File: config.mk
export PLATFORM = sky130hd
export DESIGN_NAME = word_serializer_flat
export DESIGN_NICKNAME = d
export VERILOG_FILES = /design/src/rtl/word_serializer_pkg.sv /design/src/rtl/word_serializer_if.sv /design/src/rtl/word_serializer_parity.sv /design/src/rtl/word_serializer.sv /design/src/flat_wrapper.sv
export SDC_FILE = /design/constraint.sdc
export NUM_CORES = 1
export LEC_CHECK = 0
export BUFFER_PORTS_ARGS = -buffer_cell sky130_fd_sc_hd__clkbuf_2
export CORE_MARGIN = 8
export CORE_UTILIZATION = 56
export CTS_BUF_LIST = sky130_fd_sc_hd__clkbuf_4 sky130_fd_sc_hd__clkbuf_8 sky130_fd_sc_hd__clkbuf_16
export DETAILED_ROUTE_END_ITERATION = 8
export MAX_ROUTING_LAYER = met4
export PLACE_DENSITY = 0.82
export SETUP_SLACK_MARGIN = 0.3
export SYNTH_ARGS = -nofsm -noshare
export SYNTH_HDL_FRONTEND = slang
export SYNTH_HIERARCHICAL = 1
export SYNTH_SLANG_ARGS = --single-unit
File: constraint.sdc
create_clock -name clock -period 3.14 [get_ports clock]
set_input_delay 0.628 -clock clock [delete_from_list [all_inputs] [get_ports clock]]
set_output_delay 0.628 -clock clock [all_outputs]
set_load 0.03 [all_outputs]
File: src/rtl/word_serializer_pkg.sv
// word_serializer_pkg: shared FSM state type and counter sizing for word_serializer.
// Package serializer_pkg (no ports):
//   state_t  IDLE / SHIFT / PARITY serializer states (PARITY is used only with SERIALIZER_PARITY_EN)
//   STATE_W  width of the state encoding
//   cnt_w()  width of the bit counter for a given word width (never below 1)
package serializer_pkg;
    localparam int STATE_W = 2;
    typedef enum logic [STATE_W-1:0] {IDLE, SHIFT, PARITY} state_t;
    function automatic int cnt_w(input int w);
        return (w > 1) ? $clog2(w) : 1;
    endfunction
endpackage

File: src/rtl/word_serializer_if.sv
// word_serializer_if: parallel-word input and serial-bit output handshakes of word_serializer.
// Signals (W = word width, must match the W of the attached word_serializer):
//   word_in [W]  parallel word, sampled on accept      word_valid  upstream has a word
//   word_ready   serializer can take a word            bit_out     current serial bit
//   bit_valid    bit_out is meaningful                 bit_ready   downstream consumes bit_out
//   last_bit     bit_out is the final bit of a frame   busy        serializer is not idle
// Modports: master (feeds words, consumes bits), slave (the serializer).
interface word_serializer_if #(parameter int W = 16);
    logic [W-1:0] word_in;
    logic         word_valid;
    logic         word_ready;
    logic         bit_out;
    logic         bit_valid;
    logic         bit_ready;
    logic         last_bit;
    logic         busy;
    modport master (output word_in, word_valid, bit_ready,
                    input  word_ready, bit_out, bit_valid, last_bit, busy);
    modport slave  (input  word_in, word_valid, bit_ready,
                    output word_ready, bit_out, bit_valid, last_bit, busy);
endinterface

File: src/rtl/word_serializer_parity.sv
// word_parity: parity of a W-bit word, even sense (0) or odd sense (1) chosen by PARITY_ODD.
// Ports:
//   word    in  W  word to reduce
//   parity  out 1  ^word ^ PARITY_ODD
module word_parity #(
    parameter int W          = 16,
    parameter bit PARITY_ODD = 1'b0
) (
    input  logic [W-1:0] word,
    output logic         parity
);
    assign parity = ^word ^ PARITY_ODD;
endmodule

File: src/rtl/word_serializer.sv
// word_serializer: parallel word to LSB-first serial bit stream with valid/ready on both sides.
// Ports:
//   clock  in  rising-edge clock
//   reset  in  asynchronous, active-high reset
//   bus    word_serializer_if.slave: word_in/word_valid/word_ready in, bit_out/bit_valid/
//          bit_ready/last_bit out, busy
// Build option: define SERIALIZER_PARITY_EN to append a parity bit (sense PARITY_ODD) to
// every frame; otherwise frames are W data bits and PARITY_ODD is ignored.
module word_serializer
    import serializer_pkg::*;
#(
    parameter int W          = 16,
    parameter bit PARITY_ODD = 1'b0
) (
    input logic               clock,
    input logic               reset,
    word_serializer_if.slave  bus
);
    localparam int            CW   = cnt_w(W);
    localparam logic [CW-1:0] LAST = CW'(W - 1);

    state_t        state, state_n;
    logic [W-1:0]  sh;
    logic [CW-1:0] cnt;
    logic          last;
    logic          adv, fin, accept, at_end;

`ifdef SERIALIZER_PARITY_EN
    localparam bit PE = 1'b1;
    logic par_d, par_q;
    word_parity #(.W(W), .PARITY_ODD(PARITY_ODD)) u_parity (.word(bus.word_in), .parity(par_d));
    // The word is shifted away, so its parity is captured when it is accepted.
    always_ff @(posedge clock or posedge reset)
        if (reset) par_q <= 1'b0;
        else if (accept) par_q <= par_d;
`else
    localparam bit PE = 1'b0;
    logic par_q;
    logic unused_parity_odd;
    assign par_q             = 1'b0;
    assign unused_parity_odd = PARITY_ODD;
`endif

    assign adv    = bus.bit_valid && bus.bit_ready;
    assign fin    = adv && last;
    assign at_end = (state == SHIFT) && (cnt == LAST);
    // Ready combinationally follows bit_ready on the final bit so frames stream gap-free.
    assign bus.word_ready = (state == IDLE) || fin;
    assign accept         = bus.word_valid && bus.word_ready;

    // The shift register LSB is the registered serial output.
    assign bus.bit_out   = sh[0];
    assign bus.bit_valid = state != IDLE;
    assign bus.last_bit  = last;
    assign bus.busy      = state != IDLE;

    always_comb begin
        state_n = state;
        if (bus.word_ready)
            state_n = bus.word_valid ? SHIFT : IDLE;
        else if (adv && at_end)
            state_n = PARITY;
    end

    always_ff @(posedge clock or posedge reset) begin
        if (reset) begin
            state <= IDLE;
            sh    <= '0;
            cnt   <= '0;
            last  <= 1'b0;
        end else begin
            state <= state_n;
            if (accept) begin
                sh   <= bus.word_in;
                cnt  <= '0;
                last <= !PE && (W == 1);
            end else if (adv && (state == SHIFT) && !at_end) begin
                sh   <= sh >> 1;
                cnt  <= cnt + 1'b1;
                last <= !PE && ((cnt + 1'b1) == LAST);
            end else if (adv && at_end && PE) begin
                sh   <= W'(par_q);
                cnt  <= '0;
                last <= 1'b1;
            end else if (adv) begin
                sh   <= '0;
                cnt  <= '0;
                last <= 1'b0;
            end
        end
    end
endmodule

File: src/flat_wrapper.sv
// flat-port wrapper written by rule: the top's interface ports become plain ports
module word_serializer_flat import serializer_pkg::*;
#(
    parameter int W          = 16,
    parameter bit PARITY_ODD = 1'b0
)
  (clock, reset, bus_word_in, bus_word_valid, bus_bit_ready, bus_word_ready, bus_bit_out, bus_bit_valid, bus_last_bit, bus_busy);
  word_serializer_if #(.W(W)) bus_i ();
  input logic clock;
  input logic reset;
  input wire logic [$bits(bus_i.word_in)-1:0] bus_word_in;
  input wire logic [$bits(bus_i.word_valid)-1:0] bus_word_valid;
  input wire logic [$bits(bus_i.bit_ready)-1:0] bus_bit_ready;
  output wire logic [$bits(bus_i.word_ready)-1:0] bus_word_ready;
  output wire logic [$bits(bus_i.bit_out)-1:0] bus_bit_out;
  output wire logic [$bits(bus_i.bit_valid)-1:0] bus_bit_valid;
  output wire logic [$bits(bus_i.last_bit)-1:0] bus_last_bit;
  output wire logic [$bits(bus_i.busy)-1:0] bus_busy;
  assign bus_i.word_in = bus_word_in;
  assign bus_i.word_valid = bus_word_valid;
  assign bus_i.bit_ready = bus_bit_ready;
  assign bus_word_ready = bus_i.word_ready;
  assign bus_bit_out = bus_i.bit_out;
  assign bus_bit_valid = bus_i.bit_valid;
  assign bus_last_bit = bus_i.last_bit;
  assign bus_busy = bus_i.busy;
  word_serializer #(.W(W), .PARITY_ODD(PARITY_ODD)) u_core (.clock(clock), .reset(reset), .bus(bus_i));
endmodule
# Yosys cells after proc, flatten, opt, wreduce, memory -nomap -nowiden
# Cells that the tools add are included.
[word_totals] word_cells=33 register_bits=23
[op_classes] muxes=12 reduce_logical=13 addsub=1 eq_ne=3
[ops] op="$mux 16" count=3
[ops] op="$mux 4" count=3
[ops] op="$eq 4x4->1 const B" count=2
[ops] op="$logic_and 1x1->1" count=7
[ops] op="$add 4x1->4 const B" count=1
[ops] op="$mux 1" count=4
[ops] op="$mux 2" count=2
[ops] op="$reduce_bool 2->1" count=2
[ops] op="$reduce_bool 3->1" count=1
[ops] op="$eq 2x1->1 const B" count=1
[ops] op="$logic_not 2->1" count=1
[ops] op="$logic_not 1->1" count=1
[ops] op="$logic_or 1x1->1" count=1

# Depth between registers and ports, before layout
# Gate-level depths: netlist (run 1).
[depth] word_depth=6 mapped_depth=6 depth_no_buf=5

# Worst setup path before layout (run 1)
# OpenSTA, ideal clock, no wires.
[synth_path] path_kind="register to register" from="reg u_core.state[1]" to="reg u_core.sh[0]" path_slack_ns=1.412 path_buffers=1 arrival_time_ns=1.602 path_stages_with_launch=6 setup_time_ns=0.126 cell_sequence="dfrtp_1 -> o2bb2ai_1 -> nand2_1 -> buf_2 -> nor2_1 -> nor2_1"
[synth_between] elab_chain_len=6 elab_cells_between_ends=14 classes_between="1 x eq/ne; 2 x mux; 11 x reduce/logical"
[synth_rtl] element="start: declaration" line="word_serializer.sv:22" source="state_t state, state_n;"
[synth_rtl] element="start signal: assignment" line="word_serializer.sv:72" source="state <= state_n;"
[synth_rtl] element="$reduce_bool 2->1" line="word_serializer.sv:53" source="assign bus.bit_valid = state != IDLE;"
[synth_rtl] element="$logic_and 1x1->1" line="word_serializer.sv:44" source="assign adv = bus.bit_valid && bus.bit_ready;"
[synth_rtl] element="$logic_and 1x1->1" line="word_serializer.sv:45" source="assign fin = adv && last;"
[synth_rtl] element="$logic_or 1x1->1 (*)" line="word_serializer.sv:48" source="assign bus.word_ready = (state == IDLE) || fin;"
[synth_rtl] element="net bus_word_ready" line="flat_wrapper.sv:14" source="output wire logic [$bits(bus_i.word_ready)-1:0] bus_word_ready;"
[synth_rtl] element="$logic_and 1x1->1 (*)" line="word_serializer.sv:49" source="assign accept = bus.word_valid && bus.word_ready;"
[synth_rtl] element="$reduce_bool 3->1 (no source line) / $mux 16 (equally long branches)"
[synth_rtl] element="end signal: assignment" line="word_serializer.sv:74" source="sh <= bus.word_in;"
[synth_rtl] element="end signal: assignment" line="word_serializer.sv:78" source="sh <= sh >> 1;"
[synth_rtl] element="end signal: assignment" line="word_serializer.sv:82" source="sh <= W'(par_q);"
[synth_rtl] element="end: declaration" line="word_serializer.sv:23" source="logic [W-1:0] sh;"
# The timed path passes the listed nets; every way through them passes the cells marked *.
# A chain may end at the register's enable or synchronous reset.

# Worst setup path after layout (run 1)
[layout_path] from="reg u_core.state[1]" to="out bus_busy"
[layout_between] elab_chain_len=1
[layout_rtl] element="$reduce_bool 2->1" line="word_serializer.sv:55" source="assign bus.busy = state != IDLE;"
[layout_rtl] element="end: declaration" line="flat_wrapper.sv:18" source="output wire logic [$bits(bus_i.busy)-1:0] bus_busy;"
# Every way passes these cells.

==> results.md, run 1 <==
Route:
- In the final routed layout, each cell accounts on average for 13.79 um.
- After detailed routing, the number of remaining DRC violations is 0.
- The per-cell via count in the routed design is around 5.7.
- The detailed router's first-iteration violation count is 16.
- The detailed router placed 921 vias in this run.
- The number of nets with antenna violations after detailed routing is 0.
- Before antenna repair, the detailed router went through 4 iterations.
- The post-detailed-routing wire length is 2247 um.

Clocking:
- Once the clock tree was built, the resizer swapped 0 gates to a different size.
- The clock passes through at most 2 buffers.
- The worst-skew pair later-pin latency is between 300 and 400 ps.
- The H-tree depth is 1.
- The sink count of the clock tree is 23.
- The number of buffers added by the clock tree synthesis step is 3.
- After clock tree synthesis, the clock-pin slew on the worst setup and hold paths is 130 ps.
- The clock tree from TritonCTS is built.
- The cell at the root of the clock tree is clkbuf_4.
- Once the clock tree was built, the setup fixing pass inserted 0 buffers.
- In this run, post-CTS hold repair placed 0 buffers.

Synthesis:
- The synthesized netlist occupies a cell area of about 1100 sq um.
- The gate count of the mapped netlist is 115.
- Counting distinct cell types in the post-synthesis netlist gives 26.
- The dominant cell type by area after synthesis is dfrtp_1.
- The share of the Yosys chip area taken by registers is 50.94%.
- In this run the biggest area consumer among cell types represents 50.94% of the synthesized area.
- The total nets after synthesis is 137.
- After synthesis, the mean cell area works out to between 9 and 10 sq um.
- After synthesis the netlist holds a flip-flop and latch count of 23.
- By area the synthesized netlist is led by dfrtp_1 51%, a221oi_1 12%, nor2_1 11%.
- During synthesis, Yosys emitted a total of 6 warnings.

Power:
- IR analysis of the VDD net gives a maximum drop of 492.4 uV.
- The power density relative to cell area is 904.3 nW/um^2.
- The static leakage is 0.6244 nW.
- The design draws 0.001146 W.

Critical path:
- In this run the register-to-register setup slack is between 1000 and 1500 ps.
- The worst setup path category is flop to output pin.
- The startpoint class of the critical path is a flop.
- For the worst setup path, the data required time is approximately 2500 ps.
- The maximum fanout encountered on the critical timing path is 6.
- The number of cells on the worst reg-to-reg path is 5.
- The launching point of the worst reg2reg path is u_core/cnt[1]$_DFFE_PP0P_.
- At the worst endpoint, the arrival time is 1310 ps.
- The critical path endpoint category is an output pin.
- The endpoint identified for the worst register-to-register timing path is u_core/bus.last_bit$_DFFE_PP0P_.

Floorplan:
- The horizontal die dimension is 60.92 um.
- The total area inside the core boundary comes to 1942 sq um.
- The die height is 60.92 um.
- The top-level port count is 25.
- The die covers about 3700 sq um.
- The number of cell rows is 16.
- For this configuration, the core starts out at a cell density of between 50% and 60%.

Placed design:
- Routability-driven placement finished with a final weighted congestion of between 0.7 and 0.8.
- The port buffer count is 24.
- The half-perimeter wire length after detailed placement is 1585 um.

GRT:
- The number of antenna violations at the first check in global routing is 0.
- The number of global-route vias before repair came to 891.
- After global routing the overflow that remains totals 0.
- The largest net degree at the start of global routing is 24.
- The first global-routing pass estimated 3815 um of wire.
- The total routing usage reported by global routing is a little over an eighth.

STA:
- The max-slew violation total from the final report is 0.
- Timing would allow up to 515.8 MHz.
- Setup violations remaining at the end of the flow were counted as 0.
- Headroom to the max-slew limit came out at 41.89%.
- The minimum clock period after layout is 1939 ps.
- Setup repair after global routing left no endpoint under its margin.
- The aggregate negative setup slack is 0 ps.
- After layout, the worst path uses 61.74% of the clock period.
- Clock skew on the completed layout was measured at 4.356 ps.
- The worst-margin pin slew is 870.7 ps.
- The number of hold violations in the final report came to 0.

Cells and area:
- From synthesis to final layout, the design area changed by 12.18%.
- The top cell types in the final layout, fill and taps aside, are 34 x nor2_1, 24 x clkbuf_2, 23 x dfrtp_1, 15 x a221oi_1, 8 x nand2_1.
- Leaving out fill and tap cells, the most frequent cell in the layout is nor2_1.
- In the final layout, the share of cells above drive strength 1 is 25.00%.
- The count of nets after finishing is 159.
- The repair_antennas step left the layout with diodes totalling 0.
- The count of filler cells inserted in the layout is 183.

Job:
- Across the run, the number of max-cap violations was 0.

Status:
- The run finished with clean final reports.

Min path:
- The worst hold path belongs to the class primary input to async pin.
-- metrics by stage --
step	hold WS [ps]	util [%]	worst slack, ps	area [sq um]	instances
floorplan	499.1	-	1412	1130	115
global placement	513.9	63.85	1259	1240	159
detailed placement	530.3	63.85	1179	1240	159
CTS	484.3	65.27	1195	1267	163
global route	532.0	65.27	1101	1267	163
finish	455.2	65.27	1201	1267	163
-- power breakdown --
part           internal (W)  total (W)  switching, W
logic              0.000197   0.000483      0.000286
clock network     0.0000476   0.000138     0.0000902
registers          0.000426   0.000526     0.0000994
total              0.000671    0.00115      0.000475
-- layer usage --
metal  global-route usage, %  share of wire [%]
met5                       -                  0
met4                   5.980                1.5
met3                   2.542                5.2
met2                   22.17                 49
met1                   16.31                 44
-- registers in the layout, indices dropped and copies added, names as in the netlist --
signal and cells:
u_core/bus.last_bit 1, u_core/state 2, u_core/sh 16, u_core/cnt 4
-- cell families after synthesis --
family	synth area share, %
fa+ha+maj	2.214
compound gates	18.05
simple gates	20.82
xor+xnor	1.551
flops	50.94
buf+inv	5.537
mux	0.8860
-- how the worst max path moves through the flow --
stage / from / to / slack (ps)
floorplan: u_core/state[1]$_DFFE_PP0P_ / u_core/sh[0]$_DFFE_PP0P_ / 1410
detailed placement: bus_bit_ready / u_core/sh[15]$_DFFE_PP0P_ / 1180
CTS: u_core/state[1]$_DFFE_PP0P_ / bus_bit_valid / 1200
global placement: bus_bit_ready / u_core/sh[15]$_DFFE_PP0P_ / 1260
finish: u_core/state[1]$_DFFE_PP0P_ / bus_busy / 1200
global route: u_core/cnt[0]$_DFFE_PP0P_ / u_core/sh[0]$_DFFE_PP0P_ / 1100
-- synth_stat cells --
| master | count |
|---|---|
| a31oi_1 | 1 |
| a221oi_1 | 15 |
| and2_1 | 1 |
| xor2_1 | 1 |
| nand2_1 | 8 |
| a21oi_1 | 3 |
| xnor2_1 | 1 |
| a2bb2oi_1 | 1 |
| nor3_4 | 1 |
| buf_2 | 5 |
| nand4_4 | 1 |
| or2_2 | 1 |
| inv_1 | 5 |
| and3_4 | 1 |
| o2bb2ai_1 | 1 |
| ha_1 | 2 |
| a22oi_1 | 2 |
| and4b_2 | 1 |
| dfrtp_1 | 23 |
| nor2_1 | 34 |
| a21oi_2 | 1 |
| buf_6 | 1 |
| nand3_1 | 1 |
| buf_4 | 1 |
| o21ai_0 | 2 |
| mux2i_1 | 1 |
-- cell type report --
| class | count | area, sq um | area share [%] |
|---|---|---|---|
| clock buffers | 3 | 22.52 | 1.777 |
| well taps | 27 | 33.78 | 2.665 |
| flip-flops and latches | 23 | 575.6 | 45.41 |
| clock inverters | 1 | 5.005 | 0.3949 |
| multi-input cells | 80 | 491.7 | 38.80 |
| repair buffers | 24 | 120.1 | 9.477 |
| inverters | 5 | 18.77 | 1.481 |
-- worst max-delay path, stage by stage, from the launching register on --
cell and delay, ps:
dfrtp_1 480, or2_2 330, clkbuf_2 190
Power figures use the tool's default switching activity.
==> run 2: changes to the inputs <==
--- a/config.mk
+++ b/config.mk
@@ -5,13 +5,14 @@
 export SDC_FILE = /design/constraint.sdc
 export NUM_CORES = 1
 export LEC_CHECK = 0
+export ABC_AREA = 1
 export BUFFER_PORTS_ARGS = -buffer_cell sky130_fd_sc_hd__clkbuf_2
 export CORE_MARGIN = 8
-export CORE_UTILIZATION = 56
+export CORE_UTILIZATION = 53
 export CTS_BUF_LIST = sky130_fd_sc_hd__clkbuf_4 sky130_fd_sc_hd__clkbuf_8 sky130_fd_sc_hd__clkbuf_16
 export DETAILED_ROUTE_END_ITERATION = 8
 export MAX_ROUTING_LAYER = met4
-export PLACE_DENSITY = 0.82
+export PLACE_DENSITY = 0.77
 export SETUP_SLACK_MARGIN = 0.3
 export SYNTH_ARGS = -nofsm -noshare
 export SYNTH_HDL_FRONTEND = slang
==> constraint.sdc (replaced) <==
create_clock -name clock -period 1.99 [get_ports clock]
set_input_delay 0.398 -clock clock [delete_from_list [all_inputs] [get_ports clock]]
set_output_delay 0.398 -clock clock [all_outputs]
set_load 0.03 [all_outputs]
==> results.md, run 2 <==
Clocking:
- TritonCTS built the clock tree.
- The number of buffers added by the clock tree synthesis step is 3 (unchanged).
- The number of buffers on the longest clock path was 2 (unchanged).
- The number of buffers inserted for hold repair after clock tree synthesis is 0 (unchanged).
- The sink count of the clock tree is 23 (unchanged).
- The post-CTS clock slew at the launch and capture registers of the worst setup and hold paths is 130 ps (about the same).
- The post-cts sizing count was 0 (unchanged).
- The cell at the root of the clock tree is clkbuf_4.
- The H-tree depth came to 1 (unchanged).
- The setup fix buffers added after clock tree synthesis came to 0 (unchanged).
- The worst-skew pair later-pin latency is 320 ps (about the same).

Synthesis:
- The fraction of registers with async set or reset after synthesis is 100.0% (unchanged).
- Yosys attributes the largest share of cell area to dfrtp_1 47%, nand3_1 20%, nand2_1 8.2%.
- The netlist area before placement is 1229 sq um (+8.7%).
- The gate count of the mapped netlist is 140 (+22%).
- The number of storage elements in the synthesis netlist is 23 (unchanged).
- The proportion of netlist area held by the largest area contributor is 46.84% (-4.1 points).
- The most frequently used cell type in the post-synthesis netlist is nand3_1.
- The commonest cells after synthesis are 48 x nand3_1, 27 x nand2_1, 23 x dfrtp_1.
- The number of warnings issued by yosys was 6 (unchanged).
- The total nets after synthesis is 162 (+18%).
- The leading register cell type out of synthesis is dfrtp_1.
- The synthesized area divided by synthesized cell count came to 8.776 sq um (-11%).
- The sequential area share after synthesis is 46.84% (-4.1 points).
- The biggest area contributor in the post-synthesis netlist is dfrtp_1.
- The number of distinct standard cells referenced by the synthesized netlist is 23 (-12%).
- The number of enable-type register cells in the synthesized netlist is 0 (unchanged).

Floorplan:
- The horizontal die dimension is 64.15 um (+5.3%).
- The placeable core region was 2212 sq um (+14%).
- The die height came to 64.15 um (+5.3%).
- The starting utilization of the core area is 55.54% (-2.6 points).
- The die area was 4115 sq um (+11%).
- The top-level port count is 25 (unchanged).
- The number of cell rows came to 17 (+1).

Critical path:
- The maximum fanout encountered on the critical timing path is 4 (-2).
- The slack of the worst reg-to-reg path is 470 ps (-770 ps).
- The largest incremental delay on the critical path is 440 ps (-40 ps).
- The critical path endpoint category is an output pin.
- The endpoint identified for the worst register-to-register timing path is u_core/cnt[1]$_DFFE_PP0P_.
- The standard cell with the maximum stage delay on the critical path is dfrtp_1.
- The launching point of the worst reg2reg path is u_core/cnt[1]$_DFFE_PP0P_.
- The critical path goes through inv_2 -> nand2_4 -> nand2_4 -> clkbuf_2.
- The arrival time of the worst setup path came to 1180 ps (-130 ps).
- By startpoint and endpoint, the worst setup path is classified as flop to output pin.
- The startpoint class of the critical path is a flop.
- The timing startpoint of the critical path is u_core/state[0]$_DFFE_PP0P_.
- The most numerous cell type found on the critical path is nand2_4.
- The length in cells of the worst reg-to-reg path is 6 (+1).
- The required time at the endpoint of the critical path is 1590 ps (-920 ps).
- The timing endpoint of the critical path is bus_word_ready.

Power:
- The static leakage is 0.7071 nW (+13%).
- The power density relative to cell area is 1308 nW/um^2 (+45%).
- The peak ir drop on the vdd network is 1023 uV (+110%).

Placed design:
- The setup slack after placement is 478.4 ps (-700.7 ps).
- The post-placement cell count is 184 (+16%).
- The port buffer count was 24 (unchanged).
- The final estimated routing congestion in global placement came to 0.7573 (-2.7%).
- The half-perimeter wire length after detailed placement is 1633 um (+3.0%).

GRT:
- The total routing usage reported by global routing is 11.73% (-2.0 points).
- The number of global-route vias before repair came to 849 (-4.7%).
- The largest net degree at the start of global routing is 41 (+71%).
- The number of antenna violations at the first check in global routing is 0 (unchanged).
- The residual overflow from global routing is 0 (unchanged).
- The wire length of the first global-routing pass is 3857 um (+1.1%).

STA:
- The fmax is 632.4 MHz.
- Setup repair after global routing left no endpoint under its margin.
- The worst path uses between 70% and 80% of the clock period.
- The clock tree skew after final layout is 5.555 ps (+1.199 ps).
- The number of hold violations in the final report is 0 (unchanged).
- The aggregate negative setup slack is 0 ps (unchanged).
- The max-slew violation total from the final report came to 0 (unchanged).
- The worst-margin pin slew is 649.8 ps (-221.0 ps).
- The slack of the critical path came to 408.7 ps (-792.7 ps).
- The relative slew slack is 56.58% (+15 points).
- The minimum clock period after layout is 1581 ps.
- The setup violation total in the final timing report is 0 (unchanged).

Cells and area:
- The largest registers in the layout are u_core/sh x16, u_core/cnt x4, u_core/state x2.
- The number of antenna repair diodes came to 0 (unchanged).
- The most frequent standard cell in the layout excluding fill and tap cells is nand3_1.
- The share of post-route cells with drive strength above 1 is 27.50% (+2.5 points).
- From synthesis to final layout, the design area changed by 8.961%.
- The post-route non-filler standard cell count is 188 (+15%).
- The count of filler cells inserted in the layout is 198 (+8.2%).
- The number of flip-flops under the largest register name is 16 (unchanged).
- Counting flops per register, the top entry is u_core/sh.
- The count of nets after finishing is 183 (+15%).
- Leaving out fill and tap cells, the most frequent cells in the layout are 48 x nand3_1, 27 x nand2_1, 24 x clkbuf_2, 23 x dfrtp_1.

Route:
- The per-cell via count in the routed design was 5.090 (-9.9%).
- The average routed wire per standard cell is 12.13 um (-12%).
- The post-detailed-routing wire length was 2281 um (+1.5%).
- The residual DRC count is 0 (unchanged).
- The detailed-routing iteration count for the pre-antenna-repair pass was 4 (unchanged).
- The vias after detailed routing was 957 (+3.9%).
- The detailed router's first-iteration violation count is 32 (+16).
- The number of nets with antenna violations after detailed routing is 0 (unchanged).

Min path:
- The type of the tightest min-delay check is primary input to async pin.

Status:
- The run finished with clean final reports.

Job:
- The number of max-capacitance violations reported is 0 (unchanged).
[run 2: changes by cell type in the layout (fill, tap and decap cells not counted), moves of 2 or more]
cell	change
nand3_1	+47
nor2_1	-30
nand2_1	+19
a221oi_1	-15
nand3_2	+6
nand2_4	+3
a22oi_1	-2
inv_2	+2
o21ai_0	-2
o21ai_1	+2
[run 2: per-stage QoR]
| stage | total power [W] | hold slack, ps | util, % | area, sq um |
|---|---|---|---|---|
| 2_1_floorplan | 0.001461 | 399.9 | - | 1229 |
| 3_3_place_gp | 0.001532 | 438.4 | 59.28 | 1311 |
| 3_5_place_dp | 0.001553 | 437.4 | 59.28 | 1311 |
| 4_1_cts | 0.001770 | 78.39 | 60.52 | 1339 |
| 5_1_grt | 0.001899 | 87.86 | 60.52 | 1339 |
| 6_report | 0.001751 | 71.29 | 60.52 | 1339 |
[run 2: how the worst min path moves through the flow]
stage	to	start	slack, ps
floorplan	u_core/bus.last_bit$_DFFE_PP0P_	reset	400
global placement	u_core/sh[2]$_DFFE_PP0P_	reset	440
detailed placement	u_core/sh[2]$_DFFE_PP0P_	reset	440
CTS	u_core/sh[2]$_DFFE_PP0P_	reset	80
global route	u_core/sh[2]$_DFFE_PP0P_	reset	90
finish	u_core/sh[2]$_DFFE_PP0P_	reset	70
[run 2: layout make-up]
cell class              instances  area, sq um  share of cell area (%)
clock buffers                   3        22.52                   1.682
clock inverters                 1        5.005                  0.3738
inverters                       9        36.28                   2.710
multi-input cells              99        536.8                   40.09
flip-flops and latches         23        575.6                   42.99
well taps                      28        35.03                   2.617
repair buffers                 25        127.6                   9.533
[run 2: worst max-delay path: cells and delay by family, from the launching register on]
kind | cells | cell delay, ps
buffers and inverters | 2 | 290
flip-flops | 1 | 440
AND/OR/NAND/NOR | 2 | 140
[run 2: logic make-up (layout without fill, tap and decap cells)]
logic type               Yosys count  count (layout)  synth area share, %
AND/OR/NAND/NOR                   91              91                38.60
buffers and inverters             18              38                9.470
AO/OA/AOI/OAI                      5               5                2.342
flip-flops                        23              23                46.84
adder cells (fa/ha/maj)            2               2                2.036
XOR/XNOR                           1               1               0.7130
[run 2: per-layer routing]
metal | up-vias | global-route usage, % | part of all wire, %
li1 | 509 | - | -
met1 | 425 | 14.96 | 49
met2 | 21 | 17.31 | 45
met3 | 2 | 5.052 | 5.7
met4 | 0 | 1.635 | 0.48
met5 | - | - | 0
[run 2: report_power, final]
part           leakage (nW)  switching, W  internal (W)
logic                 0.389      0.000504      0.000263
clock network        0.0177      0.000145     0.0000753
registers             0.301      0.000122      0.000641
==> run 3: changes to the inputs <==
--- a/config.mk
+++ b/config.mk
@@ -8,11 +8,11 @@
 export ABC_AREA = 1
 export BUFFER_PORTS_ARGS = -buffer_cell sky130_fd_sc_hd__clkbuf_2
 export CORE_MARGIN = 8
-export CORE_UTILIZATION = 53
+export CORE_UTILIZATION = 48
 export CTS_BUF_LIST = sky130_fd_sc_hd__clkbuf_4 sky130_fd_sc_hd__clkbuf_8 sky130_fd_sc_hd__clkbuf_16
 export DETAILED_ROUTE_END_ITERATION = 8
 export MAX_ROUTING_LAYER = met4
-export PLACE_DENSITY = 0.77
+export PLACE_DENSITY = 0.74
 export SETUP_SLACK_MARGIN = 0.3
 export SYNTH_ARGS = -nofsm -noshare
 export SYNTH_HDL_FRONTEND = slang
==> constraint.sdc (replaced) <==
create_clock -name clock -period 1.4 [get_ports clock]
set_input_delay 0.28 -clock clock [delete_from_list [all_inputs] [get_ports clock]]
set_output_delay 0.28 -clock clock [all_outputs]
set_load 0.03 [all_outputs]
==> results.md, run 3 (synthesis gave the netlist of run 2 again) <==
Status:
- The run finished with clean final reports.

Cells and area:
- In the final layout, the registers with the most flip-flops are u_core/sh x16, u_core/cnt x4, u_core/state x2.
- The post-route non-filler standard cell count came to 214 (+14%).
- The final standard cell area without fillers came to 1848 sq um (+38%).
- The top cell types in the final layout, fill and taps aside, are 34 x nand3_1, 23 x nand2_1, 22 x dfrtp_1, 19 x clkbuf_2, 18 x nand3_2.
- The most frequent standard cell in the layout excluding fill and tap cells is nand3_1.
- The area growth from synthesis to final layout is 50.41%.
- The number of antenna repair diodes came to 0 (unchanged).
- The count of nets after finishing came to 207 (+13%).
- The count of filler cells inserted in the layout was 163 (-18%).
- The number of flip-flops under the largest register name is 16 (unchanged).
- The share of post-route cells with drive strength above 1 came to 50.54% (+23 points).
- u_core/sh holds more flip-flops than any other register.

STA:
- The minimum clock period after layout is between 1000 and 1500 ps.
- The worst-margin pin slew is 300.3 ps (-349.5 ps).
- For this run, the top clock speed supported by timing is 727.9 MHz.
- The aggregate negative setup slack is 0 ps (unchanged).
- Dividing the final minimum period by the clock period gives 98.13%.
- The relative slew slack is 79.98% (+23 points).
- The setup violation total in the final timing report came to 0 (unchanged).
- Setup repair after global routing could not meet its margin everywhere.
- The number of hold violations in the final report came to 0 (unchanged).
- The slack of the critical path came to 26.16 ps (-382.5 ps).
- The clock tree skew after final layout is 1.371 ps (-4.184 ps).
- The max-slew violation total from the final report came to 0 (unchanged).

Critical path:
- The critical path endpoint category is a flop.
- The arrival time of the worst setup path is 1580 ps (+400 ps).
- Walking the worst path, the cells encountered are inv_2 -> nand2_8 -> nand2_8 -> buf_6 -> nand2_8 -> buf_6 -> buf_8 -> nand2_4 -> o21ai_2.
- For this design, the slowest cell found on the critical path is dfrtp_1.
- The critical path's top delay family is buffers and inverters.
- The largest incremental delay on the critical path came to 420 ps (-20 ps).
- The required time at the endpoint of the critical path is 1610 ps (+20 ps).
- STA classifies the critical path startpoint as a flop.
- The worst setup path category is flop to flop.
- The number of buffer and inverter stages on the critical path was 4 (+2).
- The library cell appearing most often on the critical path is nand2_8.
- The maximum fanout encountered on the critical timing path came to 5 (+1).

Route:
- The vias after detailed routing is 1138 (+19%).
- The per-cell via count in the routed design is 5.318 (+4.5%).
- The residual DRC count came to 0 (unchanged).
- The detailed-routing iteration count for the pre-antenna-repair pass is 4 (unchanged).
- The average routed wire per standard cell is 14.93 um (+23%).
- The post-detailed-routing wire length is 3196 um (+40%).
- The number of nets with antenna violations after detailed routing is 0 (unchanged).
- The detailed router's first-iteration violation count is 50 (+56%).

Floorplan:
- The starting utilization of the core area is 50.05% (-5.5 points).
- The top-level port count was 25 (unchanged).
- The placeable core region is 2455 sq um (+11%).
- The number of cell rows is 18 (+1).
- The die height is 66.60 um (+3.8%).
- The horizontal die dimension is 66.60 um (+3.8%).
- The die area is 4435 sq um (+7.8%).

Clocking:
- TritonCTS built the clock tree.
- The cell at the root of the clock tree is clkbuf_4.
- The number of buffers added by the clock tree synthesis step is 3 (unchanged).
- The worst-skew pair later-pin latency is 300 ps (-20 ps).
- The number of buffers on the longest clock path was 2 (unchanged).
- The sink count of the clock tree is 23 (unchanged).
- The H-tree depth is 1 (unchanged).
- The post-CTS clock slew at the launch and capture registers of the worst setup and hold paths is 120 ps (about the same).

Placed design:
- The setup slack after placement is 94.29 ps (-384.2 ps).
- The placement-stage cell area was 1428 sq um (+8.9%).
- The half-perimeter wire length after detailed placement was 2009 um (+23%).
- The post-placement cell count came to 192 (+4.3%).
- The port buffer count is 24 (unchanged).
- The final estimated routing congestion in global placement is 0.9062 (+20%).

Power:
- The peak ir drop on the vdd network is 1316 uV (+29%).
- The power density relative to cell area is 1901 nW/um^2 (+45%).
- The static leakage is 0.9027 nW (+28%).

GRT:
- The number of global-route vias before repair came to 1168 (+38%).
- The total routing usage reported by global routing is 14.81% (+3.1 points).
- The number of antenna violations at the first check in global routing came to 0 (unchanged).
- The largest net degree at the start of global routing is 24 (-41%).
- The wire length of the first global-routing pass was 5043 um (+31%).
- The residual overflow from global routing is 0 (unchanged).

Min path:
- The tightest min-delay check is of the primary input to flop type.

Job:
- The number of max-capacitance violations reported is 0 (unchanged).
## run 3: cell types whose count changed in the layout (fill, tap and decap cells not counted), sizes merged
cell         before  now
nand2            31   32
dlygate4sd3       0    1
buf               1   24
clkbuf           27   26
## run 3: area by class of cell
type                       count  area, sq um  share of cell area (%)
sequential                    23        576.8                   31.21
clock buffer                   3        22.52                   1.219
timing repair buffer          48        451.7                   24.44
clock inverter                 1        5.005                  0.2708
multi-input combinational    100        715.7                   38.73
inverter                       9        38.79                   2.099
tap                           30        37.54                   2.031
## run 3: power breakdown
part | leakage (nW) | switching [W] | internal [W]
clock network | 0.0177 | 0.000196 | 0.000107
logic | 0.586 | 0.00111 | 0.00100
registers | 0.299 | 0.000189 | 0.000913
## run 3: repair_timing
action	4_1_cts	5_1_grt
resized for setup	18	33
hold buffers	1	0
setup endpoints to repair	28	28
hold endpoints to repair	23	0
cloned	2	3
setup buffers	7	5
pin swaps	2	9
## run 3: per-layer routing
| metal | vias up | part of all wire [%] | track usage (%) |
|---|---|---|---|
| met5 | - | 0 | - |
| met2 | 28 | 52 | 25.33 |
| met4 | 0 | 1.2 | 4.800 |
| met1 | 550 | 42 | 16.88 |
| li1 | 556 | - | - |
| met3 | 4 | 4.5 | 2.852 |
## run 3: worst paths after layout
check / startpoint / end / slack (ps) / cells past startpoint
worst max-delay path: u_core/state[0]$_DFFE_PP0P_ / u_core/cnt[1]$_DFFE_PP0P_ / 30 / 9
worst min-delay path: bus_word_in[15] / u_core/sh[15]$_DFFE_PP0P_ / 170 / 3
worst max register to register: u_core/state[0]$_DFFE_PP0P_ / u_core/cnt[1]$_DFFE_PP0P_ / 30 / 9
worst min register to register: u_core/sh[8]$_DFFE_PP0P_ / u_core/sh[7]$_DFFE_PP0P_ / 530 / 2
max in group asynchronous: reset / u_core/bus.last_bit$_DFFE_PP0P_ / 630 / 4
min in group asynchronous: reset / u_core/sh[0]$_DFFE_PP0P_ / 520 / 4
## run 3: worst min-delay path, stage by stage
cell,delay (ps)
clkbuf_2,70
nand2_1,40
nand2_1,60
## run 3: through the flow
| stage | utilization (%) | total power, W | hold WS, ps |
|---|---|---|---|
| floorplan | - | 0.002174 | 281.9 |
| global placement | 58.15 | 0.002367 | 316.7 |
| detailed placement | 58.15 | 0.002426 | 320.4 |
| CTS | 66.05 | 0.003061 | 160.1 |
| global route | 75.28 | 0.003759 | 149.7 |
| finish | 75.28 | 0.003513 | 172.5 |
